## src/rtl/text_console_ctrl.sv

```systemverilog
// Write-side controller for the 64x32 colour character buffer: accepts a character
// stream, keeps a cursor, interprets control codes and scrolls via a row offset.
module text_console_ctrl #(
  parameter int          COLS         = 60,
  parameter int          ROWS         = 17,
  parameter logic [7:0]  DEFAULT_ATTR = 8'h07,
  parameter logic [7:0]  CLEAR_CHAR   = 8'h20
) (
  input  logic        i_clk,
  input  logic        i_rst,
  input  logic        i_valid,
  input  logic [7:0]  i_char,
  input  logic [7:0]  i_attr,
  output logic        o_ready,
  output logic [10:0] o_ada,
  output logic [15:0] o_din,
  output logic        o_cea,
  output logic [4:0]  o_row_offset,
  output logic [5:0]  o_cursor_x,
  output logic [4:0]  o_cursor_y,
  output logic        o_busy
);

  typedef enum logic [1:0] {
    CLEAR_ALL,
    IDLE,
    CLEAR_LINE
  } state_t;

  localparam logic [15:0] CLEAR_WORD = {DEFAULT_ATTR, CLEAR_CHAR};
  localparam logic [5:0]  LAST_COL   = 6'(COLS - 1);
  localparam logic [4:0]  LAST_ROW   = 5'(ROWS - 1);
  localparam logic [4:0]  ROWS_MOD   = 5'(ROWS % 32);

  localparam logic [7:0] CH_BS = 8'h08;
  localparam logic [7:0] CH_LF = 8'h0A;
  localparam logic [7:0] CH_FF = 8'h0C;
  localparam logic [7:0] CH_CR = 8'h0D;

  state_t      state_q, state_d;
  logic [11:0] cnt_q, cnt_d;
  logic [5:0]  cx_q, cx_d;
  logic [4:0]  cy_q, cy_d;
  logic [4:0]  off_q, off_d;
  logic [4:0]  row_q, row_d;
  logic        cea_q, cea_d;
  logic [10:0] ada_q, ada_d;
  logic [15:0] din_q, din_d;
  logic        newline;
  logic [4:0]  phys_row;

  assign phys_row = cy_q + off_q;

  always_ff @(posedge i_clk) begin
    if (i_rst) begin
      state_q <= CLEAR_ALL;
      cnt_q   <= '0;
      cx_q    <= '0;
      cy_q    <= '0;
      off_q   <= '0;
      row_q   <= '0;
      cea_q   <= 1'b0;
      ada_q   <= '0;
      din_q   <= '0;
    end else begin
      state_q <= state_d;
      cnt_q   <= cnt_d;
      cx_q    <= cx_d;
      cy_q    <= cy_d;
      off_q   <= off_d;
      row_q   <= row_d;
      cea_q   <= cea_d;
      ada_q   <= ada_d;
      din_q   <= din_d;
    end
  end

  // Clear counters run one step past the last write so that ready/busy change
  // only in the cycle after the final registered write is visible.
  always_comb begin
    state_d = state_q;
    cnt_d   = cnt_q;
    cx_d    = cx_q;
    cy_d    = cy_q;
    off_d   = off_q;
    row_d   = row_q;
    cea_d   = 1'b0;
    ada_d   = '0;
    din_d   = '0;
    newline = 1'b0;

    case (state_q)
      CLEAR_ALL: begin
        if (cnt_q == 12'd2048) begin
          state_d = IDLE;
          cnt_d   = '0;
        end else begin
          cea_d = 1'b1;
          ada_d = cnt_q[10:0];
          din_d = CLEAR_WORD;
          cnt_d = cnt_q + 12'd1;
        end
      end

      CLEAR_LINE: begin
        if (cnt_q == 12'd64) begin
          state_d = IDLE;
          cnt_d   = '0;
        end else begin
          cea_d = 1'b1;
          ada_d = {row_q, cnt_q[5:0]};
          din_d = CLEAR_WORD;
          cnt_d = cnt_q + 12'd1;
        end
      end

      IDLE: begin
        if (i_valid) begin
          case (i_char)
            CH_LF: newline = 1'b1;
            CH_CR: cx_d = '0;
            CH_BS: begin
              if (cx_q != '0) cx_d = cx_q - 6'd1;
            end
            CH_FF: begin
              cx_d    = '0;
              cy_d    = '0;
              off_d   = '0;
              cnt_d   = '0;
              state_d = CLEAR_ALL;
            end
            default: begin
              cea_d = 1'b1;
              ada_d = {phys_row, cx_q};
              din_d = {i_attr, i_char};
              if (cx_q < LAST_COL) cx_d = cx_q + 6'd1;
              else                 newline = 1'b1;
            end
          endcase

          if (newline) begin
            cx_d = '0;
            if (cy_q < LAST_ROW) begin
              cy_d = cy_q + 5'd1;
            end else begin
              // Newly exposed row is (new offset + ROWS-1) = old offset + ROWS.
              off_d   = off_q + 5'd1;
              row_d   = off_q + ROWS_MOD;
              cnt_d   = '0;
              state_d = CLEAR_LINE;
            end
          end
        end
      end

      default: begin
        state_d = CLEAR_ALL;
        cnt_d   = '0;
      end
    endcase
  end

  assign o_ready      = (state_q == IDLE) & ~i_rst;
  assign o_busy       = (state_q != IDLE) | i_rst;
  assign o_cea        = cea_q & ~i_rst;
  assign o_ada        = i_rst ? '0 : ada_q;
  assign o_din        = i_rst ? '0 : din_q;
  assign o_cursor_x   = i_rst ? '0 : cx_q;
  assign o_cursor_y   = i_rst ? '0 : cy_q;
  assign o_row_offset = i_rst ? '0 : off_q;

endmodule

```

## config.mk

```make
export PLATFORM = sky130hd
export DESIGN_NAME = text_console_ctrl
export DESIGN_NICKNAME = d
export VERILOG_FILES = /design/src/rtl/text_console_ctrl.sv
export SDC_FILE = /design/constraint.sdc
export NUM_CORES = 1
export LEC_CHECK = 0
export CAP_MARGIN = 20
export CORE_MARGIN = 2
export CORE_UTILIZATION = 55
export DETAILED_ROUTE_END_ITERATION = 8
export PLACE_DENSITY_LB_ADDON = 0.08
export RECOVER_POWER = 100
export REMOVE_ABC_BUFFERS = 1
export SYNTH_ARGS = -nofsm -noshare
export SYNTH_HDL_FRONTEND = slang
export SYNTH_SLANG_ARGS = --single-unit
```

## constraint.sdc

```tcl
create_clock -name i_clk -period 6.1 [get_ports i_clk]
set_clock_uncertainty 0.15 [all_clocks]
set_input_delay 1.525 -clock i_clk [delete_from_list [all_inputs] [get_ports i_clk]]
set_output_delay 1.525 -clock i_clk [all_outputs]
set_load 0.01 [all_outputs]
```

==> run summary <==
- 485 — count of fill cells added during filler insertion
- 350 ps — insertion delay of the later-clocked pin in the worst-skew pair
- 3 — number of levels the H-tree was split into
- 6430 µm — dpl hpwl
- 5.33% — share of post-route cells with drive strength above 1
- 0.775 mW — internal power summed over all cells
- 265 nW/µm² — ratio of total power to cell area
- 57.6% — effective utilization at floorplan
- 50 — maximum fanout count along the critical path
- 2 — deepest clock path buffer count
- 4430 ps — Required @ worst endpoint
- 3115 — via count of the first global-routing pass
- primary input to primary output — Critical Setup Path Class
- 0 — Slew Limit Fails
- 497 — nets@finish
- row_q[1]$_SDFFE_PP0P_ — critical hold path startpoint
- 62 — count of distinct cell types in the synthesized netlist
- primary output — crit path capture type
- 0 — Post-CTS Hold Fix Bufs
- 65 — I/O pins
- 196 — First DRT Iteration DRCs
- 0 ps — setup_tns
- 51 — largest net degree at the start of global routing
- buf_2 -> clkbuf_1 -> nor2b_1 -> dlygate4sd3_1 — crit path cell chain
- 16.6 µm — WL/cell
- 4140 µm² — standard cell area after detailed placement
- 0 — Setup Fix Bufs, Post-CTS
- 2 — hold-critical path depth
- yes — TritonCTS clock tree
- row_q[1]$_SDFFE_PP0P_ — Hold Path End
- 83.0% — part of the cycle the worst path needs
- no — unrepaired setup endpoints after global routing
- 0 — overflow left after global routing
- 71.6% — utilization after layout
- sky130_fd_sc_hd__buf_2 — slowest stage cell on the critical path
- 32.2% — switching fraction of total power
- 28 — number of rows in the core area
- 0 — max-capacitance violation count
- 3470 µm² — post-synthesis cell area
- 4320 µm² — post-route design area
- 0 — warning count from the yosys run
- 405 — synthesized instance count
- 0.885 — final weighted congestion of routability-driven global placement
- 83.5 µm — Horiz. Die Dim
- 0 — remaining antenna violation count after routing
- 6 — depth of the worst register-to-register path
- 0 — count of flip-flops with a built-in enable after synthesis
- 41.3% — proportion of power drawn by flip-flops and latches
- 36.3% — share of the yosys chip area belonging to registers
- 15000 µm — global-route wire length before repair
- 9 — number of CTS-inserted buffers
- 29.1% — slew margin rel.
- sky130_fd_sc_hd__dfxtp_1 — Most used DFF post-synth
- 1050 ps — Worst Max-Slew Pin Slew
- 6960 µm² — full die area
- 83.5 µm — overall die height
- 5 — drt first pass iters
- 670 ps — biggest cell delay along the critical path
- 64 — number of port buffers
- primary input — critical path launch point type
- 158 µV — highest ir drop seen on vdd
- 8.57 µm² — post-synthesis area per instance
- cx_q[0]$_SDFFE_PP0P_ — startpoint of the worst-slack reg-to-reg timing path
- 0 — Antenna diodes
- 3390 ps — arrival time at the worst endpoint
- 5060 ps — time the worst path needs with I/O delays and setup
- 0 — number of gates resized after CTS
- register to register — type of the most critical hold path
- 63 — register bit total from synthesis
- 6.06 — vias per cell
- 0 — Final Hold Fails
- 3297 — via total after detailed routing
- 0 — DRC violation count after routing
- 34.8% — Clock Power Share
- 0.368 mW — P_sw
- complete, no violations — run status
- 0 — antenna violations before repair
- 3120 ps — register-to-register setup slack
- 1.78 nW — leakage component of the power
- 63 — clock tree sinks
- state_q[0]$_SDFFE_PP0P_ — critical register-to-register path endpoint
- 0% — share of async-settable or async-resettable flops after synthesis
- 9030 µm — Post-Route WL
- 0.197 GHz — maximum clock frequency
- 6030 µm² — core region area
- 26.4% — Total GRT Usage
- 24.3% — signed area change from the synthesized netlist to the final layout
- 70 ps — clock transition at the register clock pins on the worst setup and hold paths after CTS
- 23.8% — part of the power in combinational logic
- sky130_fd_sc_hd__clkbuf_8 — buffer cell driving the clock tree root
- 0 — Setup Viol. Count Final
## power by group through the flow
stage                     combinational, mW  sequential, mW  clock (mW)
after floorplan                       0.173           0.473           0
after global placement                0.274           0.480           0
after detailed placement              0.280           0.481           0
after CTS                             0.282           0.471       0.399
after global routing                  0.300           0.477       0.416
final                                 0.272           0.472       0.398
## critical path, delay by kind of cell
| family | cells | cell delay (ps) |
|---|---|---|
| AND/OR/NAND/NOR | 1 | 100 |
| buffers and inverters | 3 | 1740 |
## how the worst max path moves through the flow
stage | from | to | slack, ps | depth (start not counted)
floorplan | i_char[5] | cx_q[5]$_SDFFE_PP0P_ | 2320 | 9
global placement | i_rst | o_ada[4] | 1350 | 4
detailed placement | i_rst | o_ada[5] | 1350 | 4
CTS | i_rst | o_cursor_y[0] | 1350 | 4
global route | i_rst | o_cursor_y[0] | 900 | 4
finish | i_rst | o_cursor_y[0] | 1040 | 4
## synth_stat cells (3+ instances only)
library cell,n,area share [%]
sky130_fd_sc_hd__buf_1,3,0.32
sky130_fd_sc_hd__xnor2_1,5,1.3
sky130_fd_sc_hd__o2bb2ai_1,4,1.0
sky130_fd_sc_hd__and2_1,7,1.3
sky130_fd_sc_hd__a21o_1,4,0.86
sky130_fd_sc_hd__nor2b_1,45,8.1
sky130_fd_sc_hd__a211oi_2,3,1.1
sky130_fd_sc_hd__a21oi_1,29,4.2
sky130_fd_sc_hd__a22oi_1,9,1.9
sky130_fd_sc_hd__nand3_1,19,2.7
sky130_fd_sc_hd__xor2_1,5,1.3
sky130_fd_sc_hd__nor2_1,24,2.6
sky130_fd_sc_hd__a311oi_1,3,0.76
sky130_fd_sc_hd__nor3_1,8,1.2
sky130_fd_sc_hd__nand2b_1,5,0.90
sky130_fd_sc_hd__ha_1,12,4.3
sky130_fd_sc_hd__nand2_1,22,2.4
sky130_fd_sc_hd__or3_1,6,1.1
sky130_fd_sc_hd__o21ai_0,9,1.3
sky130_fd_sc_hd__a222oi_1,3,0.86
sky130_fd_sc_hd__o21a_1,8,1.7
sky130_fd_sc_hd__a41oi_1,3,0.76
sky130_fd_sc_hd__a31oi_1,3,0.54
sky130_fd_sc_hd__o21ai_1,8,1.2
sky130_fd_sc_hd__inv_1,11,1.2
sky130_fd_sc_hd__dfxtp_1,63,36
sky130_fd_sc_hd__o211ai_1,7,1.5
sky130_fd_sc_hd__and3_1,17,3.1
sky130_fd_sc_hd__clkbuf_1,13,1.4
## cell type report
cell class                      count  area (µm²)  area share, %
Clock buffer                       10         128           2.96
Multi-Input combinational cell    309        2040           47.3
Inverter                           12        45.0           1.04
Sequential cell                    63        1260           29.2
Timing Repair Buffer               69         662           15.3
Tap cell                           75        93.8           2.17
Clock inverter                      6        85.1           1.97
## flip-flops by register name, summed over array words and instances (netlist names)
register,flops
cnt_q,12
state_q,2
cea_q,1
cx_q,6
off_q,5
din_q,16
ada_q,11
cy_q,5
row_q,5
## routing by layer
layer,vias to the layer above,global-route usage (%),part of all wire (%)
met5,-,0,0
met4,0,10.9,1.7
met3,15,4.25,5.4
met2,100,42.1,45
met1,1583,35.6,48
li1,1599,-,-
## cell families (layout without fill, tap and decap cells)
logic type      after synthesis  in the layout  share of synthesized area [%]
buf+inv                      33             97                           4.18
flops                        63             63                           36.3
simple gates                172            172                           28.1
xor+xnor                     10             10                           2.52
fa+ha+maj                    14             14                           5.48
compound gates              113            113                           23.4
## metrics by stage
step | worst slack [ps] | hold WS [ps] | cells | total power [mW]
after floorplan | 2320 | 302 | 384 | 0.646
after global placement | 1350 | 322 | 528 | 0.754
after detailed placement | 1350 | 327 | 528 | 0.761
after CTS | 1350 | 337 | 544 | 1.15
after global routing | 898 | 373 | 544 | 1.19
final | 1040 | 335 | 544 | 1.14
## cell usage in the layout, fill, tap and decap left out, types with 4 or more instances in the layout
cell type / synthesis / layout
sky130_fd_sc_hd__a22oi_1: 9 / 9
sky130_fd_sc_hd__nor3_1: 8 / 8
sky130_fd_sc_hd__o211ai_1: 7 / 7
sky130_fd_sc_hd__nand2_1: 22 / 22
sky130_fd_sc_hd__and2_1: 7 / 7
sky130_fd_sc_hd__xor2_1: 5 / 5
sky130_fd_sc_hd__clkdlybuf4s50_1: 0 / 18
sky130_fd_sc_hd__nor2b_1: 45 / 45
sky130_fd_sc_hd__o21ai_0: 9 / 14
sky130_fd_sc_hd__dlygate4sd3_1: 0 / 45
sky130_fd_sc_hd__o21a_1: 8 / 8
sky130_fd_sc_hd__and3_1: 17 / 17
sky130_fd_sc_hd__nand2b_1: 5 / 5
sky130_fd_sc_hd__dfxtp_1: 63 / 63
sky130_fd_sc_hd__clkbuf_1: 13 / 4
sky130_fd_sc_hd__nor2_1: 24 / 24
sky130_fd_sc_hd__a21o_1: 4 / 4
sky130_fd_sc_hd__o2bb2ai_1: 4 / 4
sky130_fd_sc_hd__a21oi_1: 29 / 29
sky130_fd_sc_hd__clkbuf_8: 0 / 9
sky130_fd_sc_hd__or3_1: 6 / 6
sky130_fd_sc_hd__a211oi_1: 2 / 4
sky130_fd_sc_hd__ha_1: 12 / 12
sky130_fd_sc_hd__nand3_1: 19 / 19
sky130_fd_sc_hd__inv_1: 11 / 11
sky130_fd_sc_hd__xnor2_1: 5 / 5
No activity file was read; power rests on OpenSTA's default activity.
